--- config.mk ---
export PLATFORM = sky130hd
export DESIGN_NAME = neuron_out_packetizer
export DESIGN_NICKNAME = d
export VERILOG_FILES = /design/src/rtl/neuron_out_packetizer.sv
export SDC_FILE = /design/constraint.sdc
export NUM_CORES = 1
export LEC_CHECK = 0
export ABC_AREA = 0
export ABC_CLOCK_PERIOD_IN_PS = 2500
export BUFFER_PORTS_ARGS = -buffer_cell sky130_fd_sc_hd__buf_2
export CAP_MARGIN = 20
export CORE_ASPECT_RATIO = 1.25
export CORE_MARGIN = 1
export CORE_UTILIZATION = 45
export CTS_CLUSTER_DIAMETER = 120
export CTS_CLUSTER_SIZE = 25
export DETAILED_ROUTE_END_ITERATION = 10
export PLACE_DENSITY = 0.68
export SKIP_CTS_REPAIR_TIMING = 1
export SLEW_MARGIN = 20
export SYNTH_ARGS = -nofsm -noshare
export SYNTH_HDL_FRONTEND = slang
export SYNTH_SLANG_ARGS = --single-unit
export TNS_END_PERCENT = 5
--- constraint.sdc ---
create_clock -name clk -period 2.5 [get_ports clk]
set_input_delay 0.25 -clock clk [delete_from_list [all_inputs] [get_ports clk]]
set_output_delay 0.25 -clock clk [all_outputs]
set_load 0.005 [all_outputs]
--- src/rtl/neuron_out_packetizer.sv ---
`default_nettype none
// ============================================================================
//  Module      : neuron_out_packetizer
//  Description : Buffers 8-bit neuron activations in a small FIFO and emits
//                one 16-bit NoC packet per successor destination over a
//                valid/ready handshake to the router port.
//                Packet = {data[15:8], src_x[7:6], src_y[5:4],
//                          dst_x[3:2], dst_y[1:0]}
//  Revision    : 1.0 - initial release
// ============================================================================
module neuron_out_packetizer #(
    parameter logic [1:0]  X_COORD    = 2'b01,
    parameter logic [1:0]  Y_COORD    = 2'b00,
    parameter int          NUM_DEST   = 2,
    parameter logic [15:0] DEST_LIST  = 16'h0098,
    parameter int          FIFO_DEPTH = 4
) (
    input  logic        clk,
    input  logic        rst,
    input  logic [7:0]  act_in,
    input  logic        act_valid,
    output logic        act_ready,
    output logic [15:0] pkt_out,
    output logic        pkt_valid,
    input  logic        pkt_ready,
    output logic        busy,
    output logic [7:0]  sent_count
);

    localparam int            C_AW       = $clog2(FIFO_DEPTH);
    localparam int            C_CW       = C_AW + 1;
    localparam logic [C_CW-1:0] C_DEPTH  = C_CW'(FIFO_DEPTH);
    localparam logic [1:0]    C_LAST_IDX = 2'(NUM_DEST - 1);

    typedef enum logic [0:0] {
        IDLE = 1'b0,
        SEND = 1'b1
    } state_t;

    state_t            state_q, state_d;
    logic [7:0]        fifo_mem [FIFO_DEPTH];
    logic [C_AW-1:0]   wr_ptr_q, wr_ptr_d;
    logic [C_AW-1:0]   rd_ptr_q, rd_ptr_d;
    logic [C_CW-1:0]   count_q, count_d;
    logic [1:0]        dest_idx_q, dest_idx_d;
    logic [7:0]        act_reg_q, act_reg_d;
    logic [15:0]       pkt_out_q, pkt_out_d;
    logic              pkt_valid_q, pkt_valid_d;
    logic [7:0]        sent_count_q, sent_count_d;

    logic              w_push;
    logic              w_pop;
    logic              w_fifo_nonempty;
    logic [7:0]        w_head;
    logic [1:0]        w_next_idx;
    logic [3:0]        w_next_dest;

    // Input handshake: readiness depends only on registered occupancy, so a
    // same-cycle pop never lets a push into a full buffer.
    assign act_ready       = !rst && (count_q != C_DEPTH);
    assign w_push          = act_valid && act_ready;
    assign w_fifo_nonempty = (count_q != '0);
    assign w_head          = fifo_mem[rd_ptr_q];
    assign w_next_idx      = dest_idx_q + 2'd1;
    assign w_next_dest     = DEST_LIST[{w_next_idx, 2'b00} +: 4];

    assign pkt_out    = pkt_out_q;
    assign pkt_valid  = pkt_valid_q;
    assign sent_count = sent_count_q;
    assign busy       = w_fifo_nonempty || pkt_valid_q;

    // Packet sequencer: walks the destination table per activation and pulls
    // the next activation on the final handshake so streams have no bubble.
    always_comb begin
        state_d      = state_q;
        dest_idx_d   = dest_idx_q;
        act_reg_d    = act_reg_q;
        pkt_out_d    = pkt_out_q;
        pkt_valid_d  = pkt_valid_q;
        sent_count_d = sent_count_q;
        w_pop        = 1'b0;
        case (state_q)
            IDLE: begin
                if (w_fifo_nonempty) begin
                    w_pop       = 1'b1;
                    act_reg_d   = w_head;
                    dest_idx_d  = 2'd0;
                    pkt_out_d   = {w_head, X_COORD, Y_COORD, DEST_LIST[3:0]};
                    pkt_valid_d = 1'b1;
                    state_d     = SEND;
                end
            end
            SEND: begin
                if (pkt_ready) begin
                    sent_count_d = sent_count_q + 8'd1;
                    if (dest_idx_q != C_LAST_IDX) begin
                        dest_idx_d = w_next_idx;
                        pkt_out_d  = {act_reg_q, X_COORD, Y_COORD, w_next_dest};
                    end else if (w_fifo_nonempty) begin
                        w_pop      = 1'b1;
                        act_reg_d  = w_head;
                        dest_idx_d = 2'd0;
                        pkt_out_d  = {w_head, X_COORD, Y_COORD, DEST_LIST[3:0]};
                    end else begin
                        pkt_valid_d = 1'b0;
                        state_d     = IDLE;
                    end
                end
            end
            default: begin
                state_d     = IDLE;
                pkt_valid_d = 1'b0;
            end
        endcase
    end

    // FIFO pointer and occupancy bookkeeping.
    always_comb begin
        wr_ptr_d = wr_ptr_q;
        rd_ptr_d = rd_ptr_q;
        count_d  = count_q;
        if (w_push) begin
            wr_ptr_d = wr_ptr_q + 1'b1;
        end
        if (w_pop) begin
            rd_ptr_d = rd_ptr_q + 1'b1;
        end
        case ({w_push, w_pop})
            2'b10:   count_d = count_q + 1'b1;
            2'b01:   count_d = count_q - 1'b1;
            default: count_d = count_q;
        endcase
    end

    // Activation storage; contents are don't-care until written.
    always_ff @(posedge clk) begin
        if (w_push) begin
            fifo_mem[wr_ptr_q] <= act_in;
        end
    end

    // State register with synchronous reset discarding all pending work.
    always_ff @(posedge clk) begin
        if (rst) begin
            state_q      <= IDLE;
            wr_ptr_q     <= '0;
            rd_ptr_q     <= '0;
            count_q      <= '0;
            dest_idx_q   <= 2'd0;
            act_reg_q    <= 8'd0;
            pkt_out_q    <= 16'd0;
            pkt_valid_q  <= 1'b0;
            sent_count_q <= 8'd0;
        end else begin
            state_q      <= state_d;
            wr_ptr_q     <= wr_ptr_d;
            rd_ptr_q     <= rd_ptr_d;
            count_q      <= count_d;
            dest_idx_q   <= dest_idx_d;
            act_reg_q    <= act_reg_d;
            pkt_out_q    <= pkt_out_d;
            pkt_valid_q  <= pkt_valid_d;
            sent_count_q <= sent_count_d;
        end
    end

endmodule
`default_nettype wire

Word level (Yosys, flattened, before mapping)
Memory sizes are Yosys's and may differ from the RTL's. A register that Yosys moved wholly into a read port is not among the register bits. Index checks and enable logic that the tools add are counted.

Register bits after elaboration: 43. Latch bits: 0. RAM bits: 32. ROM bits: 0. Input port bits: 12. Output and inout bits: 27. Word-level logic and storage cells: 64. Memories: 1.

Memories: fifo_mem (words 4, bits a word 8, read ports 1, clocked after memory_dff 1, write ports 1, line 41) `logic [7:0] fifo_mem [FIFO_DEPTH];`.

Add/subtract/negate cells: 6. $mul: 0. Div/mod/pow operators: 0. $lt $le $gt $ge: 0. Equality and inequality tests: 8. Shift operators: 1. Muxes and demuxes: 29. Bitwise operators: 1. Reductions and logical operators: 9.

Operators with widths (number): $mux W16 (3); $pmux W16 S2 (1); $mux W8 (3); $pmux W8 S2 (1); $shiftx A16 B5 Y4 const A (1); $mux W1 (11); $mux W2 (5); $add A8 B1 Y8 const B (1); $ne A2 B2 Y1 const B (4); $add A2 B1 Y2 const B (3); $pmux W1 S2 (3); $pmux W3 S2 (1); $pmux W2 S2 (1); $reduce_and A2 Y1 (2); $reduce_and A4 Y1 (1); $add A3 B1 Y3 const B (1); $ne A3 B3 Y1 const B (1); $reduce_bool A3 Y1 (1); $sub A3 B1 Y3 const B (1); $eq A2 B1 Y1 const B (1); $eq A2 B2 Y1 const B (1); $logic_and A1 B1 Y1 (2); $ne A2 B1 Y1 const B (1); $reduce_bool A2 Y1 (1); other kinds (3) (3).

Logic depth before layout (Yosys ltp)
Depth after elaboration: 7. Mapped depth: 9. Mapped depth without buffers: 9.

Worst setup path before layout
OpenSTA, ideal clock, no wires.

Kind: register to register. Start: reg dest_idx_q[0]. End: reg count_q[2]. Setup time: 0.072 ns. Arrival: 2.021 ns. Required time: 2.428 ns. Setup slack: 0.407 ns. Stages on the path, launching flop included: 10. Buffers on the path: 1. Clock period less this slack: 2.093 ns. Path through: dfxtp_1 nand3b_1 a21oi_2 buf_2 ha_1 inv_1 fa_1 xor2_1 or3_1 a21oi_1.

Word-level cells in the longest chain between the ends: 6. Elaborated cells on any way between the ends: 8. Classes of those cells: 3 x eq/ne; 4 x mux; 1 x reduce/logical.

RTL lines: start: declaration (line 45) `logic [1:0] dest_idx_q, dest_idx_d;`; start signal: assignment (line 159) `dest_idx_q <= dest_idx_d;`; $ne A2 B1 Y1 (*) (line 96) `if (dest_idx_q != C_LAST_IDX) begin`; $mux W1 (*) (line 96); $mux W1 (*) (line 94) `if (pkt_ready) begin`; $pmux W1 S2 (*) (line 82) `case (state_q)`; via w_pop (line 52) `logic w_pop;`; $eq A2 B1 Y1 / $eq A2 B2 Y1 (equally long branches) (line 128) `case ({w_push, w_pop})`; $pmux W3 S2 / $reduce_bool A2 Y1 (equally long branches); end signal: assignment (line 158) `count_q <= count_d;`; end: declaration (line 44) `logic [C_CW-1:0] count_q, count_d;`.

Mark *: on every way through the listed nets, which the timed path passes. The rest lies on a longest branch. A chain may end at the register's enable or synchronous reset.

Worst setup path in the final report
Start: reg count_q[0]. End: reg count_q[2].

Word-level cells in the longest chain between the ends: 7. Elaborated cells on any way between the ends: 14. Classes of those cells: 2 x add/sub; 3 x eq/ne; 5 x mux; 4 x reduce/logical.

RTL lines: $reduce_bool A3 Y1 (line 62) `assign w_fifo_nonempty = (count_q != '0);`; $mux W1 (line 84, 99); $mux W1 (line 96); $mux W1 (line 94); $pmux W1 S2 (line 82); $eq A2 B1 Y1 / $eq A2 B2 Y1 (equally long branches) (line 128); $pmux W3 S2 / $reduce_bool A2 Y1 (equally long branches).

Parallel ways exist; a longest one is shown, timed or not.

==> flow_metrics.tcl <==
set metrics [dict create \
    start_util_pct 46.47 \
    path_cells "nor2_2 > a211oi_4 > inv_1 > ha_1 > inv_1 > fa_1 > xor2_1 > or3_1 > a21oi_1" \
    utilization_pct 53.61 \
    n_antenna_cell 0 \
    hold-path-endpoint "fifo_mem[0][3]" \
    fin_crit_ns 2.037 \
    post_drt_wl_per_cell_um 13.11 \
    synth.area.top_cells "edfxtp_1 (32%), dfxtp_1 (30%), mux4_2 (5.9%)" \
    critPathTopFamily "compound AO/OA/AOI/OAI gates" \
    yosysMostFrequentCell "dfxtp_1" \
    ff2ff_path_depth 9 \
    async_reset_ff_share_pct 0 \
    multi_input_area_mm2 0.001036 \
    netlist_area_mm2 0.003032 \
    fin_crit_sh_pct 81.47 \
    overflow 0 \
    critPathRequiredTime_ns 2.77 \
    final_antenna_net_count 0 \
    critPathMaxFanout 8 \
    drc 0 \
    cts_buffers 9 \
    routed_wl_um 4653 \
    grt_pass1_wl_um 7534 \
    num_io_pins 39 \
    synth_flop_cell "dfxtp_1" \
    fin_nets 282 \
    clk_latency_ns 0.35 \
    drv_slew 0 \
    rsz0062_at_grt "no" \
    clk_pin_slew_ns 0.09 \
    synth_fp_nets 240 \
    synth.distinct_cells 42 \
    place_congestion 0.6870 \
    ir_drop_v 0.0004979 \
    critPathArrivalTime_ns 2.31 \
    grt_pass1_vias 1683 \
    area_growth_pct 15.35 \
    yosysTopAreaCellShare_pct 31.70 \
    synth_edf_count 32 \
    r2r_start "count_q[0]" \
    crit_path_start_kind "flop" \
    status "complete, no violations" \
    p_per_area_mw_per_mm2 1036 \
    hold_violations 0 \
    cp_slowest_cell "dfxtp_1" \
    r2r_end "count_q[2]" \
    crit_top_cell "inv_1" \
    register_area_mm2 0.001862 \
    drive_above_1_share_pct 33.58 \
    numPortBuffers 38 \
    cpPeakStageDelay_ns 0.44 \
    clockBufferDepth 2 \
    antenna_found_initial 0 \
    grt_usage_pct 14.82 \
    yosys_warnings 0 \
    fillers 584 \
    hp-start "act_in[3]" \
    cts-root-buf "clkbuf_8" \
    detailed_place_hpwl_um 3220 \
    synthesis.instances 221 \
    cts_tree "built" \
    ys_ff_latch 77 \
    cts.sinks 77 \
    ff2ff_setup_slack_ns 0.46 \
    synth_common_cells "dfxtp_1 (45), edfxtp_1 (32), inv_1 (16), nor2_1 (16), a21oi_2 (11)" \
    slew_headroom_pct 62.68 \
    die-area_mm2 0.007071 \
    row_count 33 \
    worst_pin_slew_ns 0.5590 \
    min_path_cells 1 \
    cp-end-kind "flop" \
    coreArea_mm2 0.006524 \
    skew_ns 0.01493 \
    crit_type "flop to flop" \
    critPathBufInv 2 \
    vias 1756 \
    final.setup.tns_ns 0 \
    synth_top_area_cell "edfxtp_1" \
    htreeDepth 3 \
    min_path_type "input port to flop" \
    maxCapViolCount 0 \
    dieWidth_um 75.42 \
    die_h_um 93.77 \
    drt_iter0_drc 74 \
    synth_seq_area_share_pct 61.41 \
    final-setup-viol-count 0 \
    max_freq_mhz 491.0 \
    vias_per_cell 4.946 \
    drt_first_pass_iters 4 \
    syn_area_per_cell_um2 13.72 \
    p_leak_uw 0.001344 \
    grt_max_degree 37 \
]
cell families (layout without fill, tap and decap cells):
group,after synthesis,in the layout,share of synthesized area [%]
AND/OR/NAND/NOR,48,48,9.328
XOR/XNOR,11,11,3.178
multiplexers,9,9,6.273
flip-flops,77,77,61.41
adder cells (fa/ha/maj),7,7,3.137
AO/OA/AOI/OAI,42,42,12.26
buffers and inverters,27,74,4.416
metrics by stage:
stage	hold WS [ns]	instances	setup slack [ns]	area (um^2)	power [uW]
6_report	0.1078	355	0.4631	3497	3624
5_1_grt	0.1005	355	0.3019	3497	3855
4_1_cts	0.1011	355	0.4356	3497	3678
3_5_place_dp	0.4536	339	0.4551	3283	2699
3_3_place_gp	0.4461	339	0.5178	3283	2678
2_1_floorplan	0.3489	221	0.4070	3032	2473
state kept, by name, indices dropped and copies added, names as in the netlist, named ones only:
register and flops:
dest_idx_q 2, count_q 3, rd_ptr_q 2, pkt_out 16
act_reg_q 8, pkt_valid 1, sent_count 8, state_q 1
fifo_mem 32, wr_ptr_q 2
worst max path at each step:
stage	startpoint	to	slack [ns]	cells past startpoint
floorplan	dest_idx_q[0]	count_q[2]	0.41	9
global placement	count_q[0]	count_q[2]	0.52	9
detailed placement	count_q[0]	count_q[2]	0.46	9
CTS	count_q[0]	count_q[2]	0.44	9
global route	count_q[0]	count_q[2]	0.30	9
finish	count_q[0]	count_q[2]	0.46	9
layout make-up:
class,instances,share of cell area [%]
clock buffers,9,3.542
clock inverters,7,2.576
inverters,17,1.825
multi-input cells,117,29.62
flip-flops and latches,77,53.24
well taps,87,3.113
repair buffers,41,6.082
worst register-to-register path: stages, from the launching register on:
cell      delay [ns]
dfxtp_1         0.44
nor2_2          0.10
a211oi_4        0.38
inv_1           0.08
ha_1            0.23
inv_1           0.07
fa_1            0.17
xor2_1          0.07
or3_1           0.30
a21oi_1         0.14
per-layer routing:
metal / vias to the layer above / wire length, um / global-route usage (%)
met3: 11 / 158 / 4.614
met2: 34 / 2285 / 24.03
li1: 881 / - / -
met4: 0 / 158 / 9.105
met1: 830 / 2050 / 16.63
met5: - / 0 / 0
placed cells by master (no fill, tap or decap), types with 2 or more instances in the layout:
cell / n
dfxtp_1: 45
buf_2: 38
edfxtp_1: 32
inv_1: 16
nor2_1: 16
a21oi_2: 11
o21a_1: 9
clkbuf_8: 9
mux4_2: 8
xor2_1: 8
nand2_1: 7
o221a_2: 6
ha_1: 6
and2_1: 5
a21oi_1: 4
nor3b_2: 4
nand4_1: 4
inv_6: 4
o221a_1: 3
xnor2_1: 3
buf_4: 3
nand3b_1: 2
nand2b_1: 2
o21ai_0: 2
and3_1: 2
power breakdown:
| part | switching (uW) | internal [uW] |
|---|---|---|
| logic | 508 | 464 |
| registers | 158 | 1510 |
| clock network | 498 | 485 |
Power figures use the tool's default switching activity.
